<file path="src/rtl/iq_pair_stream_arbiter.sv">
// Serializes I/Q pairs from up to four sources onto one Avalon-ST sink as sop/eop packets.
// Define ARB_FIXED_PRIORITY_EN for fixed lowest-index-wins arbitration instead of round-robin.
//
// state  | meaning
// IDLE   | waiting for a request; grants one source and latches its pair
// SEND_I | presenting the I beat (sop) until the sink accepts it
// SEND_Q | presenting the Q beat (eop) until the sink accepts it
// GAP    | idle spacing after eop, timed by gap_cnt
module iq_pair_stream_arbiter #(
  parameter int WIDTH      = 24,
  parameter int NUM_SRC    = 2,
  parameter int GAP_CYCLES = 1
) (
  input  logic                     clk,
  input  logic                     reset_n,
  input  logic [NUM_SRC-1:0]       src_valid,
  input  logic [NUM_SRC*WIDTH-1:0] src_data_i,
  input  logic [NUM_SRC*WIDTH-1:0] src_data_q,
  output logic [NUM_SRC-1:0]       src_ack,
  input  logic                     out_ready,
  output logic [WIDTH-1:0]         out_data,
  output logic                     out_valid,
  output logic                     out_sop,
  output logic                     out_eop,
  output logic [1:0]               out_channel,
  output logic                     busy
);

  typedef enum logic [1:0] {
    IDLE   = 2'd0,
    SEND_I = 2'd1,
    SEND_Q = 2'd2,
    GAP    = 2'd3
  } state_t;

  localparam logic [2:0] GAP_LOAD = (GAP_CYCLES > 0) ? 3'(GAP_CYCLES - 1) : 3'd0;

  state_t           state;
  state_t           state_nxt;
  logic [2:0]       gap_cnt;
  logic [WIDTH-1:0] q_reg;
  logic [3:0]       req_pad;
  logic [3:0]       ack_pad;
  logic [1:0]       grant_idx;
  logic [WIDTH-1:0] sel_i;
  logic [WIDTH-1:0] sel_q;

  assign req_pad = 4'(src_valid);
  assign ack_pad = 4'b0001 << grant_idx;

`ifdef ARB_FIXED_PRIORITY_EN
  always_comb begin
    grant_idx = 2'd0;
    for (int k = NUM_SRC - 1; k >= 0; k--) begin
      if (req_pad[2'(k)]) grant_idx = 2'(k);
    end
  end
`else
  logic [1:0] last_grant;
  logic [1:0] cand;

  // Walk from the farthest candidate to the nearest so the nearest set request wins.
  always_comb begin
    grant_idx = 2'd0;
    cand      = 2'd0;
    for (int off = NUM_SRC; off >= 1; off--) begin
      cand = 2'((int'(last_grant) + off) % NUM_SRC);
      if (req_pad[cand]) grant_idx = cand;
    end
  end
`endif

  always_comb begin
    sel_i = '0;
    sel_q = '0;
    for (int k = 0; k < NUM_SRC; k++) begin
      if (grant_idx == 2'(k)) begin
        sel_i = src_data_i[k*WIDTH +: WIDTH];
        sel_q = src_data_q[k*WIDTH +: WIDTH];
      end
    end
  end

  always_ff @(posedge clk) begin
    if (!reset_n) state <= IDLE;
    else          state <= state_nxt;
  end

  always_comb begin
    state_nxt = state;
    case (state)
      IDLE:    if (|src_valid) state_nxt = SEND_I;
      SEND_I:  if (out_ready) state_nxt = SEND_Q;
      SEND_Q:  if (out_ready) state_nxt = (GAP_CYCLES > 0) ? GAP : IDLE;
      GAP:     if (gap_cnt == 3'd0) state_nxt = IDLE;
      default: state_nxt = IDLE;
    endcase
  end

  always_comb begin
    out_valid = (state == SEND_I) || (state == SEND_Q);
    out_sop   = (state == SEND_I);
    out_eop   = (state == SEND_Q);
    busy      = (state != IDLE);
  end

  // out_data is loaded with I at grant and swapped to Q once the I beat is taken.
  always_ff @(posedge clk) begin
    if (!reset_n) begin
      out_data    <= '0;
      q_reg       <= '0;
      out_channel <= 2'd0;
      src_ack     <= '0;
      gap_cnt     <= 3'd0;
`ifndef ARB_FIXED_PRIORITY_EN
      last_grant  <= 2'(NUM_SRC - 1);
`endif
    end else begin
      src_ack <= '0;
      case (state)
        IDLE: begin
          if (|src_valid) begin
            out_data    <= sel_i;
            q_reg       <= sel_q;
            out_channel <= grant_idx;
            src_ack     <= ack_pad[NUM_SRC-1:0];
`ifndef ARB_FIXED_PRIORITY_EN
            last_grant  <= grant_idx;
`endif
          end
        end
        SEND_I: if (out_ready) out_data <= q_reg;
        SEND_Q: if (out_ready) gap_cnt <= GAP_LOAD;
        GAP:    if (gap_cnt != 3'd0) gap_cnt <= gap_cnt - 3'd1;
        default: ;
      endcase
    end
  end

endmodule

</file>
<file path="config.mk">
export PLATFORM = sky130hd
export DESIGN_NAME = iq_pair_stream_arbiter
export DESIGN_NICKNAME = d
export VERILOG_FILES = /design/src/rtl/iq_pair_stream_arbiter.sv
export SDC_FILE = /design/constraint.sdc
export NUM_CORES = 1
export LEC_CHECK = 0
export ABC_AREA = 1
export CORE_MARGIN = 5
export CORE_UTILIZATION = 45
export DETAILED_ROUTE_END_ITERATION = 10
export PLACE_DENSITY = 0.81
export SYNTH_ARGS = -nofsm -noshare
export SYNTH_HDL_FRONTEND = slang
export SYNTH_SLANG_ARGS = --single-unit
</file>
<file path="constraint.sdc">
create_clock -name clk -period 2.06 [get_ports clk]
set_clock_uncertainty 0.05 [all_clocks]
set_input_delay 0.206 -clock clk [delete_from_list [all_inputs] [get_ports clk]]
set_output_delay 0.206 -clock clk [all_outputs]
set_load 0.01 [all_outputs]
</file>
==> results_dict.tcl <==
set metrics [dict create \
    routabilityCongestion 0.875 \
    slew_headroom_pct 59.8 \
    tightest_slew_ns 0.603 \
    report.final.slew_viol_count 0 \
    clk_latency_ns 0.34 \
    dieArea_mm2 0.00988 \
    clk_pin_slew_ns 0.06 \
    setup_tns_ns 0 \
    synthDistinctLibCells 21 \
    fp.dieH_um 99.4 \
    synth.avg_cell_area_um2 5.83 \
    initial_core_util_pct 46.3 \
    reg2reg_depth 8 \
    grt_usage_pct 22.0 \
    synth_warnings 0 \
    holdCritPathClass "in -> reg" \
    busiest_layer "met2" \
    detailed_place_hpwl_mm 7.85 \
    syn_inst 617 \
    crit_end "out_valid" \
    ant_nets 0 \
    cts_tree "built" \
    fin_crit_ns 1.96 \
    synth_seq_cells 57 \
    n_antenna_cell 0 \
    fin_total_pwr_w 0.00667 \
    fin_util_pct 66.2 \
    cp-end-kind "output port" \
    synth_edf_count 0 \
    vias 4064 \
    cts_buffers 9 \
    period_share_pct 95.3 \
    synth.net_count 725 \
    yosysTopAreaCellShare_pct 31.7 \
    dr.pass1.iters 5 \
    reg2reg_setup_slack_ns 0.22 \
    dr.first_iter.drc_count 153 \
    synth_ff_type "dfxtp_1" \
    async_flop_share_pct 0 \
    grt_pass1_vias 3846 \
    grt_max_degree 35 \
    drcViolationCount 0 \
    mostFrequentLayoutCells "205 x nand2_1, 129 x clkdlybuf4s50_1, 104 x inv_1, 87 x nor2_1, 57 x dfxtp_1" \
    synth.largest_area_cell "dfxtp_1" \
    final_common_cell "nand2_1" \
    port-buffer-count 131 \
    p_leak_nw 2.66 \
    finalHoldViolCount 0 \
    drive_above_1_share_pct 5.27 \
    critPathArrivalTime_ns 1.71 \
    ios 133 \
    use_met2_pct 38.4 \
    gr-total-overflow 0 \
    gr-usage-met1_pct 26.1 \
    setup_viol 0 \
    fin_nets 843 \
    cts.path.max_buffers 2 \
    r2r-start "state[0]" \
    cts_root_buffer "clkbuf_8" \
    core_area_mm2 0.00777 \
    met3_usage_pct 5.82 \
    crit_type "reg -> out" \
    cp-startpoint "state[0]" \
    numClockSinks 57 \
    rows 32 \
    grt_pass1_wl_mm 17.7 \
    synthTopCellsByArea "dfxtp_1 32%, nand2_1 21%, inv_1 11%" \
    maxCapViolations 0 \
    r2r_end "q_reg[0]" \
    synth_area_mm2 0.00360 \
    die_x_um 99.4 \
    fmax_mhz 509 \
    rsz0062_at_grt "false" \
    worstPathMaxFanout 4 \
    areaGrowthSynthToFinish_pct 43.0 \
    cp_data_required_time_ns 1.80 \
    viasPerCell 4.83 \
    cts_hold_repair.buffers 0 \
    outcome "finished clean" \
    h-tree-depth 3 \
    routed_wl_mm 11.0 \
    seq_area_frac_synth_pct 31.7 \
    crit_path_start_kind "register" \
    power_density_mw_per_mm2 1300 \
    peakVddDrop_v 0.000611 \
    grt_antenna_before_repair 0 \
    post_drt_wl_per_cell_um 13.1 \
]
worst min-delay path by stage:
stage / from / cells past startpoint / to / slack, ns
5_1_grt: reset_n / 2 / last_grant[0] / 0.34
3_3_place_gp: out_channel[0] / 2 / out_channel[0] / 0.41
6_report: reset_n / 2 / last_grant[0] / 0.31
3_5_place_dp: last_grant[0] / 2 / last_grant[0] / 0.42
4_1_cts: reset_n / 2 / last_grant[0] / 0.29
2_1_floorplan: src_data_q[24] / 2 / q_reg[0] / 0.29
report_power, final:
part           internal, W  total (W)  switching [W]  leakage (nW)
Combinational      0.00164    0.00384        0.00220          2.09
Clock             0.000589    0.00104       0.000448        0.0974
Sequential         0.00156    0.00179       0.000229         0.473
repair_timing:
| item | in CTS | in global routing |
|---|---|---|
| pin swaps | 0 | 1 |
| resized for setup | 1 | 1 |
| setup endpoints to repair | 1 | 4 |
| gates cloned | 0 | 1 |
| setup buffers | 0 | 0 |
through the flow:
| step | hold slack [ns] | setup slack (ns) | instances | area [um2] |
|---|---|---|---|---|
| floorplan | 0.292 | 0.546 | 617 | 3600 |
| global placement | 0.408 | 0.246 | 825 | 4940 |
| detailed placement | 0.424 | 0.174 | 825 | 4940 |
| CTS | 0.288 | 0.0937 | 841 | 5130 |
| global route | 0.339 | 0.00944 | 842 | 5140 |
| finish | 0.305 | 0.0972 | 842 | 5140 |
synthesized netlist by cell type, types with 3 or more instances:
cell        n
a21oi_1    28
buf_2      15
buf_4       7
buf_6       4
clkbuf_1   12
dfxtp_1    57
ha_1        7
inv_1     104
nand2_1   205
nand2_2     3
nand3_1    28
nand4_1    25
nor2_1     87
o21ai_0    22
o21ai_1     4
layout make-up:
| type | instances | area (um2) |
|---|---|---|
| Clock buffer | 13 | 149 |
| Clock inverter | 3 | 40.0 |
| Fill cell | 696 | 2620 |
| Inverter | 106 | 398 |
| Multi-Input combinational cell | 417 | 1860 |
| Sequential cell | 57 | 1140 |
| Tap cell | 102 | 128 |
| Timing Repair Buffer | 144 | 1430 |
layer usage:
metal | share of wire [%] | vias up
met5 | 0 | -
met1 | 42 | 1798
met2 | 48 | 152
met3 | 8.4 | 18
met4 | 1.8 | 0
li1 | - | 2096
critical path, stage by stage (launching register included):
cell             delay [ns]
dfxtp_1                0.38
inv_1                  0.11
ha_1                   0.33
clkdlybuf4s50_1        0.54
cells by family after synthesis:
kind of cell,synth area share [%]
compound gates,7.51
fa+ha+maj,2.43
buf+inv,17.1
flops,31.7
simple gates,41.1
other cells,0.104
Note: power is estimated with default switching activity, not from simulation.
